==> src/rtl/sign_entry_pkg.sv <==
// Shared sign-code constants, FSM state encoding and the out-of-range code mapping.
package sign_entry_pkg;

    localparam int                SIGN_W    = 4;
    localparam logic [SIGN_W-1:0] SIGN_MAX  = 4'd8;
    localparam logic [SIGN_W-1:0] SIGN_REST = 4'd0;

    typedef enum logic [1:0] {
        IDLE,
        WAIT_REST,
        WAIT_SIGN
    } entry_state_t;

    // Codes the identifier cannot legally produce are folded onto rest.
    function automatic logic [SIGN_W-1:0] map_sign(input logic [SIGN_W-1:0] code);
        return (code > SIGN_MAX) ? SIGN_REST : code;
    endfunction

endpackage

==> src/rtl/sign_entry_sequencer_if.sv <==
// Committed-symbol stream: head symbol, valid and ready.
interface sign_entry_sequencer_if;
    import sign_entry_pkg::*;

    logic [SIGN_W-1:0] sym_data;
    logic              sym_valid;
    logic              sym_ready;

    modport master (output sym_data, output sym_valid, input  sym_ready);
    modport slave  (input  sym_data, input  sym_valid, output sym_ready);

endinterface

==> src/rtl/sign_stability_filter.sv <==
// Purpose: tracks the current candidate code and how long it has been held unchanged.
// Latency: stable asserts STABLE_CYCLES-1 cycles after cand first takes a value.
// Backpressure: none; clear forces cand back to rest and restarts the count.
module sign_stability_filter #(
    parameter int STABLE_CYCLES = 16,
    parameter int SIGN_W        = 4
) (
    input  logic              clk,
    input  logic              rst,
    input  logic              clear,
    input  logic [SIGN_W-1:0] sign,
    output logic [SIGN_W-1:0] cand,
    output logic              stable
);

    localparam int              CNT_W   = $clog2(STABLE_CYCLES);
    localparam logic [CNT_W-1:0] CNT_MAX = CNT_W'(STABLE_CYCLES - 1);

    logic [CNT_W-1:0] cnt;

    always_ff @(posedge clk) begin
        if (rst || clear) begin
            cand <= '0;
            cnt  <= '0;
        end else if (sign != cand) begin
            cand <= sign;
            cnt  <= '0;
        end else if (cnt != CNT_MAX) begin
            cnt <= cnt + 1'b1;
        end
    end

    assign stable = (cnt == CNT_MAX);

endmodule

==> src/rtl/sign_entry_sequencer.sv <==
// Purpose: commits each held, rest-separated sign once into a symbol FIFO (optional SIGN_ENTRY_TIMEOUT_EN flush).
// Latency: sym_valid rises STABLE_CYCLES cycles after the sign is first held; head visible same cycle.
// Backpressure: sym_ready stalls the drain; a commit into a full FIFO without a pop is dropped and sets overflow.
module sign_entry_sequencer
    import sign_entry_pkg::*;
#(
    parameter int STABLE_CYCLES  = 16,
    parameter int DEPTH          = 8,
    parameter int TIMEOUT_CYCLES = 2**24
) (
    input  logic                     clk,
    input  logic                     rst,
    input  logic [SIGN_W-1:0]        sign_in,
    input  logic                     enable,
    sign_entry_sequencer_if.master   sym,
    output logic [$clog2(DEPTH):0]   fifo_count,
    output logic                     overflow,
    output logic                     timeout_pulse
);

    localparam int AW = $clog2(DEPTH);

    if (STABLE_CYCLES < 2 || DEPTH < 2 || (DEPTH & (DEPTH - 1)) != 0 || TIMEOUT_CYCLES < 2) begin : g_bad_params
        $error("sign_entry_sequencer: illegal parameter set");
    end

    entry_state_t      state, state_n;
    logic [SIGN_W-1:0] cand;
    logic              stable;
    logic              push_req;

    sign_stability_filter #(
        .STABLE_CYCLES (STABLE_CYCLES),
        .SIGN_W        (SIGN_W)
    ) u_filter (
        .clk    (clk),
        .rst    (rst),
        .clear  (!enable),
        .sign   (map_sign(sign_in)),
        .cand   (cand),
        .stable (stable)
    );

    always_ff @(posedge clk) begin
        if (rst) state <= IDLE;
        else     state <= state_n;
    end

    // A commit needs a stable rest first, so a held sign is entered only once.
    always_comb begin
        state_n  = state;
        push_req = 1'b0;
        if (!enable) begin
            state_n = IDLE;
        end else begin
            case (state)
                IDLE:      state_n = WAIT_REST;
                WAIT_REST: if (stable && cand == SIGN_REST) state_n = WAIT_SIGN;
                WAIT_SIGN: if (stable && cand != SIGN_REST) begin
                    push_req = 1'b1;
                    state_n  = WAIT_REST;
                end
                default:   state_n = IDLE;
            endcase
        end
    end

    logic [SIGN_W-1:0] mem [DEPTH];
    logic [AW-1:0]     wr_ptr, rd_ptr;
    logic [AW:0]       count;
    logic              not_empty, full, pop, flush, wr_en, rd_en, drop;

    assign not_empty = (count != '0);
    assign full      = (count == (AW+1)'(DEPTH));
    assign pop       = not_empty && sym.sym_ready;
    // A same-cycle pop frees the slot the push needs, even when full.
    assign wr_en     = push_req && (!full || pop) && !flush;
    assign rd_en     = pop && !flush;
    assign drop      = push_req && full && !pop;

    always_ff @(posedge clk) begin
        if (wr_en) mem[wr_ptr] <= cand;
    end

    always_ff @(posedge clk) begin
        if (rst) begin
            wr_ptr   <= '0;
            rd_ptr   <= '0;
            count    <= '0;
            overflow <= 1'b0;
        end else if (flush) begin
            wr_ptr <= '0;
            rd_ptr <= '0;
            count  <= '0;
        end else begin
            if (wr_en) wr_ptr <= wr_ptr + 1'b1;
            if (rd_en) rd_ptr <= rd_ptr + 1'b1;
            if (wr_en && !rd_en)      count <= count + 1'b1;
            else if (!wr_en && rd_en) count <= count - 1'b1;
            if (drop) overflow <= 1'b1;
        end
    end

    assign sym.sym_valid = not_empty;
    assign sym.sym_data  = not_empty ? mem[rd_ptr] : SIGN_REST;
    assign fifo_count    = count;

`ifdef SIGN_ENTRY_TIMEOUT_EN
    localparam int TW = $clog2(TIMEOUT_CYCLES);

    logic [TW-1:0] idle_cnt;
    logic          idle_hit;

    assign idle_hit = (idle_cnt == TW'(TIMEOUT_CYCLES - 1));
    assign flush    = idle_hit && not_empty;

    // Only commits and leaving the active states count as activity; draining does not.
    always_ff @(posedge clk) begin
        if (rst) begin
            idle_cnt      <= '0;
            timeout_pulse <= 1'b0;
        end else begin
            timeout_pulse <= flush;
            if (push_req || state_n == IDLE || idle_hit) idle_cnt <= '0;
            else if (state != IDLE)                     idle_cnt <= idle_cnt + 1'b1;
        end
    end
`else
    assign flush         = 1'b0;
    assign timeout_pulse = 1'b0;
`endif

endmodule

==> src/flat_wrapper.sv <==
// flat-port wrapper written by rule: the top's interface ports become plain ports
module sign_entry_sequencer_flat import sign_entry_pkg::*;
#(
    parameter int STABLE_CYCLES  = 16,
    parameter int DEPTH          = 8,
    parameter int TIMEOUT_CYCLES = 2**24
)
  (clk, rst, sign_in, enable, fifo_count, overflow, timeout_pulse, sym_sym_data, sym_sym_valid, sym_sym_ready);
  sign_entry_sequencer_if sym_i ();
  input  logic clk;
  input  logic rst;
  input  logic [SIGN_W-1:0] sign_in;
  input  logic enable;
  output logic [$clog2(DEPTH):0] fifo_count;
  output logic overflow;
  output logic timeout_pulse;
  output wire logic [$bits(sym_i.sym_data)-1:0] sym_sym_data;
  output wire logic [$bits(sym_i.sym_valid)-1:0] sym_sym_valid;
  input wire logic [$bits(sym_i.sym_ready)-1:0] sym_sym_ready;
  assign sym_sym_data = sym_i.sym_data;
  assign sym_sym_valid = sym_i.sym_valid;
  assign sym_i.sym_ready = sym_sym_ready;
  sign_entry_sequencer #(.STABLE_CYCLES(STABLE_CYCLES), .DEPTH(DEPTH), .TIMEOUT_CYCLES(TIMEOUT_CYCLES)) u_core (.clk(clk), .rst(rst), .sign_in(sign_in), .enable(enable), .sym(sym_i), .fifo_count(fifo_count), .overflow(overflow), .timeout_pulse(timeout_pulse));
endmodule
==> config.mk <==
export PLATFORM = sky130hd
export DESIGN_NAME = sign_entry_sequencer_flat
export DESIGN_NICKNAME = d
export VERILOG_FILES = /design/src/rtl/sign_entry_pkg.sv /design/src/rtl/sign_entry_sequencer_if.sv /design/src/rtl/sign_stability_filter.sv /design/src/rtl/sign_entry_sequencer.sv /design/src/flat_wrapper.sv
export SDC_FILE = /design/constraint.sdc
export NUM_CORES = 1
export LEC_CHECK = 0
export ABC_AREA = 1
export BUFFER_PORTS_ARGS = -buffer_cell sky130_fd_sc_hd__buf_2
export CAP_MARGIN = 20
export CORE_MARGIN = 10
export CORE_UTILIZATION = 53
export DETAILED_ROUTE_END_ITERATION = 8
export HOLD_SLACK_MARGIN = 0.15
export PLACE_DENSITY = 0.81
export RECOVER_POWER = 25
export SETUP_SLACK_MARGIN = 0.1
export SLEW_MARGIN = 10
export SYNTH_ARGS = -nofsm -noshare
export SYNTH_HDL_FRONTEND = slang
export SYNTH_HIERARCHICAL = 1
export SYNTH_SLANG_ARGS = --single-unit
==> constraint.sdc <==
create_clock -name clk -period 2.02 [get_ports clk]
set_input_delay 0 -clock clk [delete_from_list [all_inputs] [get_ports clk]]
set_output_delay 0 -clock clk [all_outputs]
set_load 0.1 [all_outputs]
==> summary.md, run 1 <==
| Metric | Value |
|---|---|
| Status | completed |
| Area of the core | 4720 sq um |
| CP max-delay cell | dfxtp_4 |
| Htree depth | 2 |
| Mux cell area share after synthesis | 0 |
| Routability cong. | 0.826 |
| Internal cell power | 2.09 mW |
| Area of the die | 8040 sq um |
| Max-Cap Viols | 0 |
| Period utilization | 0.964 |
| Cell family with most CP delay | simple AND/OR/NAND/NOR gates |
| Routed via count | 1,950 |
| Area of placed instances | 2820 sq um |
| Sw power | 2.13 mW |
| First drt pass iteration count | 4 |
| Syn. warnings | 6 |
| Number of buffers created by CTS | 5 |
| Synthesized cell area | 2570 sq um |
| Clk_lat worst skew | 0.31 ns |
| Total wire length | 5100 microns |
| Netlist cell types | 32 |
| Remaining global-route overflow | 0 |
| Hold Vio Cnt, Final | 0 |
| Cells after Synth | 280 |
| CP peak stage delay | 0.37 ns |
| Post-route minimum period | 1.95 ns |
| Post-route insts no fill | 387 |
| Leak pwr | 1.25 nW |
| Hold path cells | 5 |
| Syn Nets | 295 |
| Growth of design area from synthesis to finish | 20.5% |
| Clock Power Share | 0.143 |
| Compound-gate portion of the synthesized area | 0.0978 |
| Worst reg2reg path depth | 14 |
| N_diodes | 0 |
| CP max FO | 4 |
| Crit Path Class | flop to flop |
| Final Cell Area | 3100 sq um |
| CP Capture Type | flop |
| Initial Utilization | 0.545 |
| XOR/XNOR Fraction of Synth Area | 0.0238 |
| Sequential share of power | 0.355 |
| Main combinational cell family by area after synthesis | simple AND/OR/NAND/NOR gates |
| Worst path cell trace | ha_4, nand3_4, inv_4, nand3_4, nor2_4, ha_4, inv_4, ha_4, nand3_1, nand3_1, nand2_1, nand2_1, nand2_1, a21oi_2 |
| DRC violations left | 0 |
| Clk sink count | 56 |
| Type of the most critical hold path | input port to flop |
| Max IR drop VDD | 1.26 mV |
| Final worst slack | 0.0727 ns |
| Worst-margin pin slew | 0.512 ns |
| Worst R2R End | u_core/fifo_count[3] |
| Chip height | 89.7 microns |
| DRT antenna net count | 0 |
| Row cnt | 25 |
| Pwr Total | 4.22 mW |
| Hold EP | u_core/u_filter/cand[1] |
| Initial drt markers | 103 |
| Reg-to-Reg Start | u_core/u_filter/cnt[0] |
| Pwr/cell area | 1360 nW/um^2 |
| Setup violations, final | 0 |
| Vias in the first global route | 1,947 |
| Relative slew slack | 0.655 |
| Nets | 334 |
| RSZ-0062 raised after global routing | yes |
| Register area share after synthesis | 0.560 |
| Simple-gate share of the synthesized area | 0.211 |
| Reg2reg setup slack | 0.07 ns |
| Buffers and inverters on the worst path | 2 |
| Share of cells above drive strength 1 | 0.253 |
| Combinational share of power | 0.502 |
| Fillcell total | 363 |
| WL per Instance | 13.2 microns |
| Placed insts | 365 |
| Sw Share | 0.504 |
| Synthesized area per cell | 9.19 sq um |
| Initial antenna violation count | 0 |
| CTS tree | built |
| DP HPWL | 3570 microns |
| Core Util, Final | 0.656 |
| Slew Limit Fails | 0 |
| Largest buffer count on any clock path | 2 |
| Root Buffer | clkbuf_8 |
| I/O pin count | 19 |
| Worst Path Arrival | 2.20 ns |
| Mean number of vias per cell | 5.04 |
| Critical path required time | 2.27 ns |
| Register clock-pin slew on the reported worst setup and hold paths | 0.09 ns |
| Overall Global Routing Usage | 0.133 |
| PortBufs | 17 |
| Adder-Cell Fraction of Synth Area | 0.0370 |
| Max Freq | 514 MHz |
| Yosys reg bits | 56 |
| Setup crit start kind | flop |
| Pin count of the biggest net entering global routing | 18 |
| Die width | 89.7 microns |
| First-pass GRT wire length | 8360 microns |
| Min-delay src | sign_in[2] |
| Worst slack at placement | -0.00646 ns |
| Worst Clk Skew | 0.00652 ns |
## metrics by stage
stage                     TNS [ns]  hold WS (ns)
after floorplan             -0.335        0.0594
after global placement           0         0.256
after detailed placement  -0.00646         0.276
after CTS                        0         0.163
after global routing       -0.0332         0.206
final                            0         0.186
## worst max-delay path by stage
stage,from,end,slack [ns],cells after the start
2_1_floorplan,u_core/fifo_count[1],u_core/fifo_count[3],-0.12,13
3_3_place_gp,u_core/u_filter/cnt[0],u_core/fifo_count[3],0.09,15
3_5_place_dp,u_core/u_filter/cnt[0],u_core/fifo_count[3],-0.006,15
4_1_cts,u_core/u_filter/cnt[1],u_core/fifo_count[3],0.09,15
5_1_grt,u_core/u_filter/cnt[0],u_core/fifo_count[3],-0.03,14
6_report,u_core/u_filter/cnt[0],u_core/fifo_count[3],0.07,14
## worst register-to-register path, delay by kind of cell, from the launching register on
kind	cells	cell delay, ns
AO/OA/AOI/OAI	1	0.12
AND/OR/NAND/NOR	8	0.68
buffers and inverters	2	0.13
flip-flops	1	0.37
adder cells (fa/ha/maj)	3	0.59
## final cells by class
type	count	area (sq um)	share of cell area
Clock inverter	2	16.3	0.00525
Timing Repair Buffer	38	262	0.0843
Clock buffer	6	72.6	0.0234
Sequential cell	56	1460	0.472
Multi-Input combinational cell	184	1070	0.344
Inverter	34	135	0.0436
Tap cell	67	83.8	0.0270
## cell usage after synthesis
master	count	area (sq um)
a21oi_1	11	55.1
buf_2	1	5.00
buf_4	2	15.0
buf_6	2	22.5
clkbuf_1	1	3.75
clkinv_2	1	5.00
conb_1	1	3.75
dfxtp_1	24	480
edfxtp_1	32	961
fa_1	1	20.0
ha_1	6	75.1
inv_1	28	105
inv_2	4	15.0
inv_4	1	6.26
nand2_1	37	139
nand2_2	4	25.0
nand2_4	1	11.3
nand3_1	7	35.0
nand3_2	4	40.0
nand4_1	1	6.26
nor2_1	65	244
nor2_2	2	12.5
nor2_4	2	22.5
nor4_1	1	6.26
o211ai_1	5	37.5
o21a_1	2	15.0
o21ai_0	21	105
o21ai_1	1	5.00
o21ai_2	1	8.76
o22ai_1	4	25.0
xnor2_1	1	8.76
xor2_1	6	52.6
## registers in the layout, summed over array words and instances, names as in the netlist, named ones only
name and cells:
u_core/overflow 1, u_core/fifo_count 4, u_core/wr_ptr 3, u_core/mem 32, u_core/u_filter/cand 4, u_core/u_filter/cnt 4, u_core/rd_ptr 3, u_core/state 2
## cell families after synthesis
family / Yosys count
xor+xnor: 7
other cells: 1
fa+ha+maj: 7
buf+inv: 40
compound gates: 45
flops: 56
simple gates: 124
## routing by layer
| metal | wire length, microns | up-vias | GRT usage |
|---|---|---|---|
| met5 | 0 | - | 0 |
| met4 | 99 | 0 | 0.0665 |
| met3 | 169 | 9 | 0.0280 |
| met2 | 2590 | 39 | 0.239 |
| met1 | 2250 | 911 | 0.144 |
| li1 | - | 991 | - |
## what timing repair did
action                                  4_1_cts  5_1_grt
setup buffers                                 1        5
endpoints found under the setup margin       11       27
hold buffers                                  8        0
pin swaps                                     0        7
hold endpoints to repair                     16        0
gates resized for setup                       4       20
## placed cells by master, fill, tap and decap left out, drive strengths merged
cell and instances:
o21ai 23, o21a 2, nand4 1, clkinv 1, o22ai 4, dlygate4sd3 8, conb 1, clkbuf 13
dfxtp 24, ha 6, a21oi 11, buf 23, nand3 11, xor2 6, edfxtp 32, nor4 1
fa 1, xnor2 1, clkinvlp 1, o211ai 5, nor2 69, inv 34, nand2 42
## power by group through the flow
stage / clock (mW) / sequential [mW] / combinational (mW)
CTS: 0.615 / 1.49 / 2.06
global placement: 0 / 1.50 / 2.00
global route: 0.657 / 1.52 / 2.28
floorplan: 0 / 1.72 / 1.55
finish: 0.602 / 1.50 / 2.12
detailed placement: 0 / 1.51 / 2.04
No activity file was read; power rests on OpenSTA's default activity.
==> run 2: changes to the inputs <==
Settings changed: CORE_UTILIZATION 53 to 25, PLACE_DENSITY 0.81 to 0.47, REMOVE_ABC_BUFFERS from default to 1.
Clock period 2.02 ns to 2.5 ns, I/O delays scaled along.
==> run 2 against run 1 <==
Net effect:
- sequential share of layout area is 0.20 points higher
- setup slack better by 0.24 ns
- cell area is 1.8% lower
- power is 21% lower
- via count is 4.2% lower
- maximum frequency is 11% lower
- cell count is 16% higher
- critical endpoint is now u_core/fifo_count[2]
- largest power group unchanged
- highest routed layer unchanged
==> summary.md, run 2 (synthesis gave the netlist of run 1 again) <==
| Metric | Value |
|---|---|
| Status | completed |
| Hold Vio Cnt, Final | 0 |
| Routability cong. | 0.738 |
| Max FFs per register | 32 |
| Area of placed instances | 2820 sq um |
| Post-route insts no fill | 448 |
| Period utilization | 0.873 |
| Fillcell total | 1,062 |
| WL per Instance | 11.5 microns |
| Mean number of vias per cell | 4.17 |
| Placed insts | 429 |
| Leak pwr | 1.24 nW |
| Clk sink count | 56 |
| Pin count of the biggest net entering global routing | 18 |
| Top Metal Used | met4 |
| RSZ-0062 raised after global routing | no |
| Nets | 329 |
| Largest Register | u_core/mem |
| DRT antenna net count | 0 |
| Vias in the first global route | 1,765 |
| Routed via count | 1,868 |
| Type of the most critical hold path | flop to flop |
| PortBufs | 17 |
| Area of the core | 9910 sq um |
| Area of the die | 14,700 sq um |
| Chip height | 121 microns |
| Row cnt | 36 |
| Initial drt markers | 107 |
| Final Cell Area | 3050 sq um |
| Total wire length | 5170 microns |
| Initial Utilization | 0.260 |
| Pwr/cell area | 1100 nW/um^2 |
| Worst Clk Skew | 0.00669 ns |
| CTS tree | built |
| Critical path required time | 2.71 ns |
| Remaining global-route overflow | 0 |
| Metal2 WL | 2300 microns |
| Htree depth | 2 |
| Slew Limit Fails | 0 |
| Max Freq | 458 MHz |
| Largest buffer count on any clock path | 2 |
| Core Util, Final | 0.307 |
| First-pass GRT wire length | 8640 microns |
| Overall Global Routing Usage | 0.0729 |
| I/O pin count | 19 |
| Max IR drop VDD | 1.07 mV |
| First drt pass iteration count | 4 |
| Register clock-pin slew on the reported worst setup and hold paths | 0.10 ns |
| Initial antenna violation count | 0 |
| Most frequent cells in the layout | 65 x nor2_1, 37 x nand2_1, 32 x edfxtp_1 |
| Growth of design area from synthesis to finish | 18.4% |
| Die width | 121 microns |
| CP Capture Type | flop |
| Crit Path Class | flop to flop |
| Most common cell after layout, fill and taps aside | nor2_1 |
| Worst Path Arrival | 2.40 ns |
| DP HPWL | 3730 microns |
| DRC violations left | 0 |
| Worst-margin pin slew | 0.532 ns |
| Clk_lat worst skew | 0.31 ns |
| Setup crit start kind | flop |
| Root Buffer | clkbuf_8 |
| Storage element area | 1440 sq um |
| Share of cells above drive strength 1 | 0.162 |
| Multi-input logic area | 971 sq um |
| N_diodes | 0 |
| Relative slew slack | 0.645 |
| Met3 WL post-DR | 207 microns |
| Post-route minimum period | 2.18 ns |
| Number of buffers created by CTS | 5 |
| CP max FO | 5 |
| Max-Cap Viols | 0 |
| Metal-1 WL | 2610 microns |
| Setup violations, final | 0 |
## run 2: changes by cell type in the layout (fill, tap and decap cells not counted), moves of 5 or more
| cell | previous run | this run |
|---|---|---|
| nor2_1 | 54 | 65 |
| nor2_2 | 12 | 2 |
| buf_4 | 10 | 2 |
| dfxtp_1 | 16 | 22 |
| dfxtp_4 | 5 | 0 |
## run 2: where the power goes
part | leakage [nW] | total [mW] | internal, mW | switching (mW)
Combinational | 0.660 | 1.58 | 0.346 | 1.23
Sequential | 0.526 | 1.17 | 1.03 | 0.135
Clock | 0.0558 | 0.602 | 0.303 | 0.299
## run 2: timing repair
| item | 4_1_cts | 5_1_grt |
|---|---|---|
| endpoints found under the hold margin | 16 | 0 |
| hold buffers | 11 | 0 |
| setup buffers | 0 | 0 |
| setup endpoints to repair | 0 | 2 |
| gates resized for setup | 0 | 5 |
## run 2: per-stage QoR
stage	setup WS, ns	total power [mW]	setup TNS [ns]	hold WS (ns)
floorplan	-0.544	2.47	-3.51	0.0691
global placement	0.307	2.77	0	0.278
detailed placement	0.203	2.76	0	0.288
CTS	0.172	3.37	0	0.495
global route	0.188	3.58	0	0.526
finish	0.317	3.35	0	0.485
## run 2: worst paths after layout
path	cells past startpoint	endpoint	slack [ns]	startpoint
worst min-delay path	2	u_core/overflow	0.48	u_core/overflow
worst min register to register	2	u_core/overflow	0.48	u_core/overflow
worst max-delay path	11	u_core/fifo_count[2]	0.32	u_core/u_filter/cnt[1]
worst max register to register	11	u_core/fifo_count[2]	0.32	u_core/u_filter/cnt[1]
## run 2: layout make-up
type,count,area share
Timing Repair Buffer,33,0.0727
Tap cell,133,0.0546
Sequential cell,56,0.474
Inverter,34,0.0431
Multi-Input combinational cell,184,0.319
Clock inverter,2,0.0127
Clock buffer,6,0.0238
## run 2: critical path: stages, from the launching register on
cell and delay (ns):
dfxtp_2 0.37, ha_2 0.21, nand3_2 0.12, clkinv_2 0.11, nand3_2 0.10, nor2_4 0.10
ha_2 0.21, inv_1 0.11, fa_1 0.39, xor2_1 0.16, o21ai_0 0.16, inv_1 0.05
## run 2: routing by layer
metal | up-vias | global-route usage
met5 | - | 0
met4 | 0 | 0.0246
met1 | 861 | 0.0923
met3 | 5 | 0.0214
met2 | 23 | 0.116
li1 | 979 | -
